===== config.mk =====
export PLATFORM = sky130hd
export DESIGN_NAME = apb_arbiter_flat
export DESIGN_NICKNAME = d
export VERILOG_FILES = /design/src/rtl/apb_arbiter_pkg.sv /design/src/rtl/apb_arbiter_if.sv /design/src/rtl/apb_arbiter_rr_arbiter2.sv /design/src/rtl/apb_arbiter.sv /design/src/flat_wrapper.sv
export SDC_FILE = /design/constraint.sdc
export NUM_CORES = 1
export LEC_CHECK = 0
export CAP_MARGIN = 10
export CORE_UTILIZATION = 41
export DETAILED_ROUTE_END_ITERATION = 8
export GPL_TIMING_DRIVEN = 0
export HOLD_SLACK_MARGIN = 0.12
export PLACE_DENSITY = 0.84
export SLEW_MARGIN = 20
export SYNTH_ARGS = -nofsm -noshare
export SYNTH_HDL_FRONTEND = slang
export SYNTH_HIERARCHICAL = 1
export SYNTH_SLANG_ARGS = --single-unit

===== constraint.sdc =====
create_clock -name clk -period 2.4 [get_ports clk]
set_input_delay 0.72 -clock clk [delete_from_list [all_inputs] [get_ports clk]]
set_output_delay 0.72 -clock clk [all_outputs]
set_load 0.03 [all_outputs]

===== src/rtl/apb_arbiter_pkg.sv =====
// Shared types and constants for the two-requester APB arbiter.
package apb_arb_pkg;

    typedef enum logic [1:0] {
        IDLE,
        SETUP,
        ACCESS,
        RESP
    } state_t;

    localparam int DEF_ADDR_W = 7;
    localparam int DEF_DATA_W = 8;

    localparam int REQ_I2C  = 0;
    localparam int REQ_HOST = 1;

endpackage


===== src/rtl/apb_arbiter_if.sv =====
// APB bus between the arbiter (master modport) and the single-port memory (slave modport).
interface apb_arbiter_if
    import apb_arb_pkg::*;
#(
    parameter int ADDR_W = DEF_ADDR_W,
    parameter int DATA_W = DEF_DATA_W
);

    logic [ADDR_W-1:0] paddr;
    logic [DATA_W-1:0] pwdata;
    logic [DATA_W-1:0] prdata;
    logic              pwrite;
    logic              pread;
    logic              penable;
    logic              pslverr;
    logic              pready;
    logic              pslverr_out;

    modport master (
        output paddr, pwdata, pwrite, pread, penable, pslverr,
        input  prdata, pready, pslverr_out
    );

    modport slave (
        input  paddr, pwdata, pwrite, pread, penable, pslverr,
        output prdata, pready, pslverr_out
    );

endinterface


===== src/rtl/apb_arbiter_rr_arbiter2.sv =====
// Combinational two-way round-robin grant; the last-grant pointer is held by the parent.
module rr_arbiter2 (
    input  logic [1:0] req_valid,
    input  logic       last_grant,
    output logic       grant,
    output logic       any_req
);

    // On contention the requester that was not served last wins.
    always_comb begin
        any_req = |req_valid;
        grant   = 1'b0;
        case (req_valid)
            2'b01:   grant = 1'b0;
            2'b10:   grant = 1'b1;
            2'b11:   grant = ~last_grant;
            default: grant = 1'b0;
        endcase
    end

endmodule


===== src/rtl/apb_arbiter.sv =====
// Two-requester APB master with round-robin arbitration and local address range check.
// Optional ACCESS-phase watchdog enabled by defining APB_ARB_TIMEOUT_EN.
module apb_arbiter
    import apb_arb_pkg::*;
#(
    parameter int ADDR_W   = DEF_ADDR_W,
    parameter int DATA_W   = DEF_DATA_W,
    parameter int MEM_SIZE = 128,
    parameter int TIMEOUT  = 16
) (
    input  logic                clk,
    input  logic                rst_n,
    input  logic [1:0]          req_valid,
    input  logic [1:0]          req_write,
    input  logic [2*ADDR_W-1:0] req_addr,
    input  logic [2*DATA_W-1:0] req_wdata,
    output logic [1:0]          req_ready,
    output logic [1:0]          rsp_valid,
    output logic [DATA_W-1:0]   rsp_rdata,
    output logic                rsp_err,
    apb_arbiter_if.master       apb
);

    state_t            state, state_next;
    logic              grant, any_req, accept, range_err, timed_out;
    logic              last_grant, cur, wr_q, err_q;
    logic [ADDR_W-1:0] sel_addr, paddr_q;
    logic [DATA_W-1:0] sel_wdata, pwdata_q, rdata_q;
    logic              sel_write;

    rr_arbiter2 u_rr (
        .req_valid  (req_valid),
        .last_grant (last_grant),
        .grant      (grant),
        .any_req    (any_req)
    );

    assign sel_addr  = req_addr[grant*ADDR_W +: ADDR_W];
    assign sel_wdata = req_wdata[grant*DATA_W +: DATA_W];
    assign sel_write = req_write[grant];
    assign range_err = (32'(sel_addr) >= MEM_SIZE);
    // Gated by rst_n so the combinational accept stays low while reset is held.
    assign accept    = rst_n && (state == IDLE) && any_req;

`ifdef APB_ARB_TIMEOUT_EN
    localparam int CNT_W = $clog2(TIMEOUT + 1);
    logic [CNT_W-1:0] acc_cnt;

    always_ff @(posedge clk or negedge rst_n) begin
        if (!rst_n)
            acc_cnt <= '0;
        else if (state == ACCESS && !apb.pready)
            acc_cnt <= acc_cnt + 1'b1;
        else
            acc_cnt <= '0;
    end

    assign timed_out = (state == ACCESS) && !apb.pready && (acc_cnt == CNT_W'(TIMEOUT - 1));
`else
    logic unused_timeout;
    assign unused_timeout = ^TIMEOUT;
    assign timed_out      = 1'b0;
`endif

    always_ff @(posedge clk or negedge rst_n) begin
        if (!rst_n)
            state <= IDLE;
        else
            state <= state_next;
    end

    always_comb begin
        state_next = state;
        case (state)
            IDLE:    if (accept) state_next = range_err ? RESP : SETUP;
            SETUP:   state_next = ACCESS;
            ACCESS:  if (apb.pready || timed_out) state_next = RESP;
            RESP:    state_next = IDLE;
            default: state_next = IDLE;
        endcase
    end

    // Transaction context: captured on accept, response fields updated when ACCESS ends.
    always_ff @(posedge clk or negedge rst_n) begin
        if (!rst_n) begin
            last_grant <= 1'b1;
            cur        <= 1'b0;
            wr_q       <= 1'b0;
            paddr_q    <= '0;
            pwdata_q   <= '0;
            rdata_q    <= '0;
            err_q      <= 1'b0;
        end else begin
            if (accept) begin
                last_grant <= grant;
                cur        <= grant;
                wr_q       <= sel_write;
                paddr_q    <= sel_addr;
                pwdata_q   <= sel_wdata;
                rdata_q    <= '0;
                err_q      <= range_err;
            end
            if (state == ACCESS && apb.pready) begin
                rdata_q <= wr_q ? '0 : apb.prdata;
                err_q   <= apb.pslverr_out;
            end else if (timed_out) begin
                rdata_q <= '0;
                err_q   <= 1'b1;
            end
        end
    end

    assign req_ready[REQ_I2C]  = accept && (grant == 1'(REQ_I2C));
    assign req_ready[REQ_HOST] = accept && (grant == 1'(REQ_HOST));
    assign rsp_valid[REQ_I2C]  = (state == RESP) && (cur == 1'(REQ_I2C));
    assign rsp_valid[REQ_HOST] = (state == RESP) && (cur == 1'(REQ_HOST));
    assign rsp_rdata           = (state == RESP) ? rdata_q : '0;
    assign rsp_err             = (state == RESP) && err_q;

    assign apb.paddr   = paddr_q;
    assign apb.pwdata  = pwdata_q;
    assign apb.pwrite  = ((state == SETUP) || (state == ACCESS)) && wr_q;
    assign apb.pread   = ((state == SETUP) || (state == ACCESS)) && !wr_q;
    assign apb.penable = (state == ACCESS);
    assign apb.pslverr = 1'b0;

endmodule


===== src/flat_wrapper.sv =====
// flat-port wrapper written by rule: the top's interface ports become plain ports
module apb_arbiter_flat import apb_arb_pkg::*;
#(
    parameter int ADDR_W   = DEF_ADDR_W,
    parameter int DATA_W   = DEF_DATA_W,
    parameter int MEM_SIZE = 128,
    parameter int TIMEOUT  = 16
)
  (clk, rst_n, req_valid, req_write, req_addr, req_wdata, req_ready, rsp_valid, rsp_rdata, rsp_err, apb_paddr, apb_pwdata, apb_pwrite, apb_pread, apb_penable, apb_pslverr, apb_prdata, apb_pready, apb_pslverr_out);
  apb_arbiter_if #(.ADDR_W(ADDR_W), .DATA_W(DATA_W)) apb_i ();
  input  logic clk;
  input  logic rst_n;
  input  logic [1:0] req_valid;
  input  logic [1:0] req_write;
  input  logic [2*ADDR_W-1:0] req_addr;
  input  logic [2*DATA_W-1:0] req_wdata;
  output logic [1:0] req_ready;
  output logic [1:0] rsp_valid;
  output logic [DATA_W-1:0] rsp_rdata;
  output logic rsp_err;
  output wire logic [$bits(apb_i.paddr)-1:0] apb_paddr;
  output wire logic [$bits(apb_i.pwdata)-1:0] apb_pwdata;
  output wire logic [$bits(apb_i.pwrite)-1:0] apb_pwrite;
  output wire logic [$bits(apb_i.pread)-1:0] apb_pread;
  output wire logic [$bits(apb_i.penable)-1:0] apb_penable;
  output wire logic [$bits(apb_i.pslverr)-1:0] apb_pslverr;
  input wire logic [$bits(apb_i.prdata)-1:0] apb_prdata;
  input wire logic [$bits(apb_i.pready)-1:0] apb_pready;
  input wire logic [$bits(apb_i.pslverr_out)-1:0] apb_pslverr_out;
  assign apb_paddr = apb_i.paddr;
  assign apb_pwdata = apb_i.pwdata;
  assign apb_pwrite = apb_i.pwrite;
  assign apb_pread = apb_i.pread;
  assign apb_penable = apb_i.penable;
  assign apb_pslverr = apb_i.pslverr;
  assign apb_i.prdata = apb_prdata;
  assign apb_i.pready = apb_pready;
  assign apb_i.pslverr_out = apb_pslverr_out;
  apb_arbiter #(.ADDR_W(ADDR_W), .DATA_W(DATA_W), .MEM_SIZE(MEM_SIZE), .TIMEOUT(TIMEOUT)) u_core (.clk(clk), .rst_n(rst_n), .req_valid(req_valid), .req_write(req_write), .req_addr(req_addr), .req_wdata(req_wdata), .req_ready(req_ready), .rsp_valid(rsp_valid), .rsp_rdata(rsp_rdata), .rsp_err(rsp_err), .apb(apb_i));
endmodule

; Word level (Yosys, flattened, before mapping)
; Index checks and enable logic that the tools add are counted.
[totals]
ff_bits = 29
out_inout_bits = 32
elab_cells = 50
[op_classes]
mul = 1
order_cmp = 1
eq_ne = 7
shift = 2
mux = 12
n_bitwise = 3
n_reduce_logical = 16
[op_table]
columns = operator, count
row1 = 8-bit 2-to-1 mux, 4
row2 = 16-bit by 5-bit indexed part select with 8-bit output, 1
row3 = 14-bit by 5-bit indexed part select with 7-bit output, 1
row4 = 1-bit logical AND, 10
row5 = 2-bit equality test (second input constant), 4
row6 = 2-bit case mux with 4 select lines, 1
row7 = 1-bit by 3-bit multiplier with 4-bit output (second input constant), 1
row8 = 1-bit 2-to-1 mux, 4
row9 = 2-bit 2-to-1 mux, 2
row10 = 2-bit by 1-bit != test with 1-bit output (second input constant), 2
row11 = 1-bit NOT, 3
row12 = 2-bit by 1-bit equality test with 1-bit output (second input constant), 1
row13 = 2-bit zero test, 1
row14 = 1-bit by 2-bit < comparator with 1-bit output (second input constant), 1
row15 = 1-bit case mux with 2 select lines, 1
row16 = 2-bit AND reduction, 1
row17 = 2-bit nonzero test, 1
row18 = 2-bit OR reduction, 1
row19 = 1-bit zero test, 1
row20 = 1-bit logical OR, 1

; Longest topological paths before layout
; Gate-level depths: netlist of run 1.
[depth]
depth_word = 5
mapped_depth = 6
ltp_nobuf = 5

; Cells and area by module
; The synthesis of run 1 kept the hierarchy.
[by_module_without_submodules]
columns = module, instances, cells_per_inst, area_each_um2, seq_area_each_um2
row1 = apb_arbiter, 1, 132, 1417.6, 726.9
row2 = rr_arbiter2, 1, 2, 13.8, 0.0

; Worst setup path before layout of run 1
; OpenSTA, ideal clock, no wires.
[synth_path]
path_kind = in2out
from = input port req_valid[1]
to = output port req_ready[0]
arrival_time_ns = 1.588
required_time_ns = 1.680
slack_ns = 0.092
stages = 4
path_buffers = 1
cell_sequence = or2_1 -> nand3_2 -> buf_2 -> nor2_1
[synth_between]
elab_chain_cells = 4
[synth_lines]
columns = item, line_no
row1 = start: declaration, flat_wrapper.sv:13  ; input logic [1:0] req_valid;
row2 = 2-bit equality test, apb_arbiter_rr_arbiter2.sv:13  ; case (req_valid)
row3 = 1-bit case mux with 2 select lines, apb_arbiter_rr_arbiter2.sv:13
row4 = 1-bit NOT, apb_arbiter.sv:113  ; assign req_ready[REQ_I2C] = accept && (grant == 1'(REQ_I2C));
row5 = 1-bit logical AND *, apb_arbiter.sv:113
row6 = end: declaration, flat_wrapper.sv:17  ; output logic [1:0] req_ready;
; Mark *: on every way between the ends. The rest lies on a longest branch, timed or not.

; Worst setup path in the final report of run 1
[layout_path]
from = input port req_valid[1]
to = output port req_ready[1]
[layout_between]
elab_chain_cells = 3
[layout_lines]
columns = item, line_no
row1 = 2-bit OR reduction, apb_arbiter_rr_arbiter2.sv:11  ; any_req = |req_valid;
row2 = via u_core.any_req, apb_arbiter.sv:25  ; logic grant, any_req, accept, range_err, timed_out;
row3 = 1-bit logical AND, apb_arbiter.sv:43  ; assign accept = rst_n && (state == IDLE) && any_req;
row4 = 1-bit logical AND, apb_arbiter.sv:114  ; assign req_ready[REQ_HOST] = accept && (grant == 1'(REQ_HOST));
; The timed path passes the listed nets, and every way through them passes these cells.

==> results of run 1 <==
-- power breakdown --
group	leakage (nW)	internal [mW]	total, mW	switching, mW
Sequential	0.366	0.698	0.830	0.132
Combinational	0.705	0.635	1.44	0.809
Clock	0.0310	0.110	0.291	0.180
-- per-stage QoR --
stage	std cells	util [%]	cell area, um2
floorplan	134	-	1430
global placement	256	67.4	2250
detailed placement	256	67.3	2240
CTS	268	70.8	2360
global route	268	70.9	2370
finish	268	70.9	2370
-- Yosys cell counts --
master,n,area share [%]
dfrtp_1,28,49
nand2_1,23,6.0
mux2i_1,16,11
o21ai_0,15,5.2
and2_1,11,4.8
a22o_1,8,4.9
ha_1,4,3.5
inv_1,4,1.0
buf_2,2,0.70
buf_6,2,1.6
nand3_1,2,0.70
nor2b_1,2,0.87
a21boi_1,1,0.52
a21boi_2,1,0.79
a21oi_1,1,0.35
a21oi_4,1,1.1
and3_1,1,0.44
buf_4,1,0.52
clkbuf_1,1,0.26
clkbuf_2,1,0.35
conb_1,1,0.26
dfstp_2,1,1.8
mux2_2,1,0.79
nand3_2,1,0.70
nor2_1,1,0.26
nor2_4,1,0.79
o21ai_1,1,0.35
o32a_1,1,0.70
or2_1,1,0.44
-- critical path, stage by stage --
cell and delay [ns]:
dlygate4sd2_1 0.24, or2_4 0.25, and3_4 0.21, nand2_4 0.07
inv_1 0.04, buf_6 0.13
-- layer usage --
layer | vias up | routed length, um | GRT usage, % | share of wire (%)
met4 | 0 | 76 | 9.74 | 2.0
met2 | 71 | 1850 | 35.9 | 49
met1 | 613 | 1450 | 23.7 | 39
li1 | 630 | - | - | -
met5 | - | 0 | 0 | 0
met3 | 8 | 376 | 8.82 | 10
-- how the worst min path moves through the flow --
stage | start | endpoint | slack [ns] | cells after the start
floorplan | rst_n | u_core/apb.paddr[0]$_DFFE_PN0P_ | 0.42 | 0
global placement | u_core/last_grant$_DFFE_PN1P_ | u_core/last_grant$_DFFE_PN1P_ | 0.45 | 2
detailed placement | u_core/last_grant$_DFFE_PN1P_ | u_core/last_grant$_DFFE_PN1P_ | 0.46 | 2
CTS | rst_n | u_core/rdata_q[2]$_DFFE_PN0P_ | 0.24 | 1
global route | rst_n | u_core/rdata_q[2]$_DFFE_PN0P_ | 0.23 | 1
finish | rst_n | u_core/rdata_q[4]$_DFFE_PN0P_ | 0.25 | 1
-- flip-flops by register name, indices dropped and copies added (netlist names) --
signal and flops:
u_core/state 2, u_core/wr_q 1, u_core/last_grant 1, u_core/apb.paddr 7, u_core/cur 1, u_core/rdata_q 8
u_core/err_q 1, u_core/apb.pwdata 8
-- area by class of cell --
cell class                      count  area share, %
Timing Repair Buffer               81           33.3
Sequential cell                    29           30.7
Multi-Input combinational cell     94           28.7
Tap cell                           46           2.43
Buffer                              6           1.90
Clock buffer                        5           1.59
Clock inverter                      3          0.740
Inverter                            4          0.634
-- logic make-up (layout without fill, tap and decap cells) --
family | count (synthesis) | count (layout) | share of synthesized area [%]
other | 1 | 1 | 0.262
muxes | 17 | 17 | 12.0
DFF | 29 | 29 | 50.8
and+or+nand+nor | 43 | 43 | 15.0
AOI/OAI and AO/OA | 29 | 29 | 14.0
adders and majority gates | 4 | 4 | 3.50
buffers and inverters | 11 | 99 | 4.46
-- what timing repair did --
item	4_1_cts	5_1_grt
resized for setup	55	11
buffers inserted	5	0
pin swaps	1	0
endpoints found under the setup margin	16	9
hold endpoints to repair	0	0
==> key figures, run 1 <==
Status
  – Outcome: finished clean

Route
  – 1st-iter DRT viols: 42
  – Drt wl/cell: about 14 um
  – Drt pass-1 iters: 4
  – Via-per-instance ratio: 4.93
  – Antenna viol nets, final: 0
  – Via count: around 1,300
  – Drc violations: 0
  – Wire length after detailed routing: roughly 3800 um

Setup path
  – Worst Setup EP: req_ready[1]
  – Worst-path fanout max: 3
  – R2r startpoint: u_core/state[0]$_DFFE_PN0P_
  – Crit Reg-Reg Endpoint: u_core/rdata_q[4]$_DFFE_PN0P_
  – Crit start category: input pin
  – Reg2Reg Depth: 5
  – Crit end category: output port
  – Critical path class: input pin to output port
  – Worst EP required: between 1.5 and 2 ns
  – Setup slack, reg-to-reg: 0.88 ns
  – Crit path arrival time: around 1.7 ns
  – Worst setup path startpoint: req_valid[1]

Die
  – DIE HEIGHT: 61.1 um
  – FP Rows: 21
  – Area of the die: 0.00373 mm2
  – I/O Pins: 78
  – Die width: 61.1 um
  – Initial Util: ~43%
  – Core footprint: roughly 0.0033 mm2

STA
  – Fin Setup TNS: 0 ns
  – Final setup vio count: 0
  – Max Clk Rate: 0.420 GHz
  – Fin worst setup slack: ~0.021 ns
  – Min Hold Slack: 0.255 ns
  – RSZ-0062 raised after global routing: yes
  – Final Skew: 0.00730 ns
  – Hold Violations, Final: 0
  – Crit path time final: between 2 and 2.5 ns
  – Fin. max-slew vios: 0
  – Period utilization: roughly 99%

Yosys
  – Synthesized area: 0.00143 mm2
  – Flops & latches, synth: 29
  – Distinct cells, synth: 29
  – Syn. warnings: 6
  – Register area share after synthesis: between 50 and 60%
  – Mapped Cells: roughly 130
  – Net Count, Synth: between 150 and 200
  – Syn Area/Cell: 10.7 um2

Clock tree
  – Clock latency on the worst-skew pair: about 0.33 ns
  – Clock tree buffer depth: 2
  – Cts hold-fix bufs: 0
  – TritonCTS clock tree: done
  – Clk sinks: 29
  – TritonCTS Buffers: 5
  – Clock Root Buffer: clkbuf_4
  – Clock-pin slew on the worst setup and hold paths: around 0.09 ns
  – H-tree depth: 2

Layout
  – Most common cell after layout, fill and taps aside: clkdlybuf4s50_1
  – Area delta synth->final: 65.4%
  – Share of cells above drive strength 1: 18.9%
  – Diodes inserted: 0
  – Register area: 727 um2
  – Fill cells: 250
  – Most frequent cells in the layout: clkdlybuf4s50_1 (57), dfrtp_1 (28), nand2_1 (22)
  – Fin nets: 271
  – Area taken by multi-input logic gates: just under 700 um2

Place
  – Number of I/O port buffers: 76
  – DP HPWL: 2710 um
  – Final RePlAce weighted congestion: 0.670
  – Dpl ws: -1.00 ns

Power and ir drop
  – Static Leak: roughly 1.1 nW
  – Peak VDD IR: about 0.76 mV
  – Power Total: 2.57 mW
  – Pwr/cell area: between 1000 and 1500 mW/mm2

Global routing
  – Grt total ovfl: 0
  – GRT Total Usage: 21.4%
  – Vias in the first global route: between 1,000 and 1,500
  – Largest net degree at the start of global routing: 33
  – Global-route wire length before repair: 5600 um
  – Initial antenna violation count: 0

Min path
  – Worst min-delay path class: input pin to async pin

Flow run
  – Max capacitance violation total: 0
Note: power is estimated with default switching activity, not from simulation.
==> inputs of run 2 (changes only) <==
Settings changed: CORE_UTILIZATION 41 to 30, PLACE_DENSITY 0.84 to default.
==> key figures, run 2 (synthesized netlist as in run 1, its figures left out) <==
Setup path
  – Crit start category: input pin
  – Worst-path fanout max: 3 (unchanged)
  – Crit end category: output port
  – Crit path arrival time: 1.61 ns (-0.05 ns)
  – Setup slack, reg-to-reg: 0.83 ns (-0.05 ns)
  – Worst EP required: 1.68 ns (about the same)
  – Critical path class: input pin to output port

STA
  – Max Clk Rate: 0.429 GHz (+2.0%)
  – Final setup vio count: 0 (unchanged)
  – Fin worst setup slack: 0.0681 ns (+0.0473 ns)
  – Final Skew: 0.00585 ns (-0.00144 ns)
  – Fin. max-slew vios: 0 (unchanged)
  – Hold Violations, Final: 0 (unchanged)
  – Crit path time final: 2.33 ns (-0.0473 ns)
  – Period utilization: 97.2% (-2.0 points)
  – RSZ-0062 raised after global routing: no
  – Min Hold Slack: 0.315 ns (+0.0598 ns)
  – Fin Setup TNS: 0 ns (unchanged)

Min path
  – Worst min-delay path class: input pin to async pin

Place
  – Final RePlAce weighted congestion: 0.721 (+7.5%)
  – DP HPWL: 2740 um (+1.2%)
  – Dpl ws: -1.10 ns (-0.0922 ns)
  – DP Cell Count: 262 (+2.3%)
  – Number of I/O port buffers: 76 (unchanged)

Clock tree
  – Clock latency on the worst-skew pair: 0.28 ns (-0.05 ns)
  – Clock-pin slew on the worst setup and hold paths: 0.06 ns (-0.03 ns)
  – TritonCTS clock tree: done
  – Cts hold-fix bufs: 0 (unchanged)
  – Clock Root Buffer: clkbuf_8
  – Clk sinks: 29 (unchanged)
  – H-tree depth: 2 (unchanged)
  – TritonCTS Buffers: 5 (unchanged)
  – Clock tree buffer depth: 2 (unchanged)

Global routing
  – Grt total ovfl: 0 (unchanged)
  – Vias in the first global route: 1,339 (+4.5%)
  – Initial antenna violation count: 0 (unchanged)
  – Met3 Usage GRT: 6.84% (-2.0 points)
  – GR Layer Usage met1: 17.7% (-6.0 points)
  – Global-route wire length before repair: 6020 um (+7.4%)
  – GRT Total Usage: 15.6% (-5.8 points)
  – Most Used Layer, Global Route: met2
  – Grt met2 use: 25.7% (-10 points)
  – Largest net degree at the start of global routing: 33 (unchanged)

Power and ir drop
  – Pwr/cell area: 1100 mW/mm2 (+1.7%)
  – Peak VDD IR: 0.537 mV (-29%)
  – Static Leak: 1.13 nW (+2.4%)

Layout
  – Area delta synth->final: 69.3%
  – Share of cells above drive strength 1: 17.5% (-1.4 points)
  – Most frequent cells in the layout: clkdlybuf4s50_1 (57), dfrtp_1 (28), nand2_1 (22)
  – Diodes inserted: 0 (unchanged)
  – Most common cell after layout, fill and taps aside: clkdlybuf4s50_1
  – Fin cells: 275 (+2.6%)
  – Core Util, Final: 54.2% (-17 points)
  – Fin nets: 272 (+0.37%)

Route
  – Drt wl/cell: 13.3 um (-5.2%)
  – Drt pass-1 iters: 6 (+2)
  – 1st-iter DRT viols: 47 (+12%)
  – Via count: 1,295 (-2.0%)
  – Antenna viol nets, final: 0 (unchanged)
  – Wire length after detailed routing: 3650 um (-2.7%)
  – Drc violations: 6 (+6)
  – Via-per-instance ratio: 4.71 (-4.5%)

Die
  – DIE HEIGHT: 71.1 um (+16%)
  – Die width: 71.1 um (+16%)
  – I/O Pins: 78 (unchanged)
  – Initial Util: 32.0% (-11 points)
  – FP Rows: 24 (+14%)
  – Core footprint: 0.00447 mm2 (+34%)
  – Area of the die: 0.00505 mm2 (+35%)

Status
  – Failing checks: design-rule violations
  – Outcome: finished, violations left

Flow run
  – Max capacitance violation total: 0 (unchanged)
==> run 2: cell count changes in the layout (fill, tap and decap cells not counted), sizes merged <==
cell         delta
dlygate4sd2     +1
clkinv          -1
clkbuf          +1
clkinvlp        -1
buf             +1
==> run 2: cell type report <==
class                   instances  area [um2]
repair buffers                 82         801
fillers                       398        2050
flip-flops and latches         29         727
plain buffers                   6        48.8
multi-input cells              94         666
clock inverters                 1        5.00
well taps                      52        65.1
inverters                       4        15.0
clock buffers                   7        96.3
==> run 2: worst paths after layout <==
kind                       cells after the start                           from                             to
setup / recovery                               6                   req_valid[1]                   req_ready[1]
min in group clk                               2  u_core/last_grant$_DFFE_PN1P_  u_core/last_grant$_DFFE_PN1P_
hold / removal                                 1                          rst_n  u_core/rdata_q[3]$_DFFE_PN0P_
max in group asynchronous                      1                          rst_n  u_core/last_grant$_DFFE_PN1P_
hold reg to reg                                2  u_core/last_grant$_DFFE_PN1P_  u_core/last_grant$_DFFE_PN1P_
setup reg to reg                               5    u_core/state[1]$_DFFE_PN0P_    u_core/state[1]$_DFFE_PN0P_
==> run 2: metrics by stage <==
| step | total power, mW | area, um2 |
|---|---|---|
| after global routing | 2.85 | 2420 |
| after detailed placement | 2.26 | 2250 |
| after floorplan | 1.66 | 1430 |
| after CTS | 2.71 | 2410 |
| after global placement | 2.22 | 2260 |
| final | 2.67 | 2420 |
==> run 2: what timing repair did <==
item	4_1_cts	5_1_grt
pin swaps	2	2
endpoints found under the setup margin	16	13
resized for setup	56	6
setup buffers	4	2
==> run 2: where the power goes <==
part	leakage (nW)	internal, mW	switching [mW]
sequential	0.366	0.700	0.127
combinational	0.709	0.618	0.789
clock	0.0542	0.259	0.180
total	1.13	1.58	1.10
==> run 2: worst max-delay path, stage by stage <==
cell and delay (ns):
clkdlybuf4s15_1 0.18, or2_4 0.27, and3_4 0.19, nand2_2 0.07
inv_1 0.05, buf_6 0.13
==> run 2: per-layer routing <==
layer	vias to the layer above	routed length [um]
met5	-	0
met4	0	27
met3	2	365
met2	63	1710
met1	600	1550
li1	630	-
==> edit (config.mk and constraints of run 1) <==
The 4 states of `state_t` get a one-hot encoding in 4 bits.
--- a/src/rtl/apb_arbiter_pkg.sv
+++ b/src/rtl/apb_arbiter_pkg.sv
@@ -1,11 +1,11 @@
 // Shared types and constants for the two-requester APB arbiter.
 package apb_arb_pkg;
 
-    typedef enum logic [1:0] {
-        IDLE,
-        SETUP,
-        ACCESS,
-        RESP
+    typedef enum logic [3:0] {
+        IDLE   = 4'b0001,
+        SETUP  = 4'b0010,
+        ACCESS = 4'b0100,
+        RESP   = 4'b1000
     } state_t;
 
     localparam int DEF_ADDR_W = 7;
Function: same outputs for any inputs over 10 cycles, from zero or initial values and one cycle with rst_n low; not proved beyond that.
==> edit against run 1 <==
Combinational power is 19% lower; wire length is 16% higher; power is 8.0% lower; cell count is 0.75% higher; area after synthesis increased by 7.6%; via count up 9.6%; clock power increased by 25%; worst hold slack gained 0.0092 ns; setup slack better by 0.036 ns; synthesized cell count rose by 1.5%; final area grew 5.5%; sequential cell count rose by 2; sequential share of layout area increased by 0.50 points.
==> edit: results (changes against run 1) <==
result of the run = complete, no violations (unchanged)
worst hold slack after final layout = 0.264 ns (was 0.255 ns)
post-DR vias/cell = 5.37 (was 4.93)
clock network area share = 0.0291 (was 0.0233)
number of cells upsized or downsized after cts = 89 (was 55)
power dissipated in the clock network = 364 uW (was 291 uW)
worst slack at placement = -1.06 ns (was -1.00 ns)
worst setup path startpoint = u_core/state[2] (was req_valid[1])
Filler Cells Inserted = 264 (was 250)
worst-skew pair later-pin latency = 0.28 ns (was 0.33 ns)
commonest cells in the netlist = sky130_fd_sc_hd__a21oi_1 (32), sky130_fd_sc_hd__dfrtp_1 (29), sky130_fd_sc_hd__mux2i_1 (17) (was sky130_fd_sc_hd__dfrtp_1 (28), sky130_fd_sc_hd__nand2_1 (23), sky130_fd_sc_hd__mux2i_1 (16))
static leakage power = 1.09 nW (was 1.10 nW)
post-placement cell count = 258 (was 256)
combined global-route utilization of all metal layers = 0.229 (was 0.214)
net switching power of the design = 954 uW (was 1.12 mW)
Non-clock inverters = 3 (was 4)
Initial DRC Count = 53 (was 42)
routability congestion estimate = 0.790 (was 0.670)
Crit Path Category = reg -> out (was in -> out)
# clk buffers = 6 (was 5)
total nets after synthesis = 182 (was 184)
share of final-layout standard cells stronger than drive strength 1 = 0.237 (was 0.189)
post-synth cell types = 31 (was 29)
proportion of cell area occupied by registers = 0.312 (was 0.307)
total of plain and repair buffers excluding clock buffers = 93 (was 87)
via count of the first global-routing pass = 1495 (was 1281)
worst vdd ir = 761 uV (was 758 uV)
estimated wirelength of the detail-placed design = 3090 um (was 2710 um)
sequential cell count = 31 (was 29)
Post-Synthesis Mean Instance Area = 11.3 um^2 (was 10.7 um^2)
Crit-path slowest cell = sky130_fd_sc_hd__dfrtp_1 (was sky130_fd_sc_hd__or2_4)
comb pwr = 1.17 mW (was 1.44 mW)
total detailed-routing wirelength = 4370 um (was 3750 um)
Seq group = 831 uW (was 830 uW)
==> edit: changes by cell type after synthesis, sizes merged, moves of 2 or more <==
cell,change
a21o,+2
a21oi,+30
a22o,-7
a32o,+8
buf,+5
ha,-4
inv,-2
nand2,-22
nand3,-3
nor4,+3
o21ai,-15
==> edit: layer usage <==
metal	GRT usage	routed length, um
met1	0.244	1650
met2	0.425	2380
met3	0.0562	259
met4	0.0938	73
met5	0	0
==> edit: kinds of logic (layout without fill, tap and decap cells) <==
family	after synthesis	count (layout)	share of synthesized area
other cells	1	1	0.00243
flops	31	31	0.505
xor+xnor	1	1	0.00569
compound gates	47	47	0.200
mux	17	17	0.110
buf+inv	14	102	0.0650
simple gates	25	25	0.111
==> edit: critical path, delay by kind of cell (launching register included) <==
kind	cells	cell delay, ns
buffers and inverters	3	0.49
DFF	1	0.38
and+or+nand+nor	2	0.47
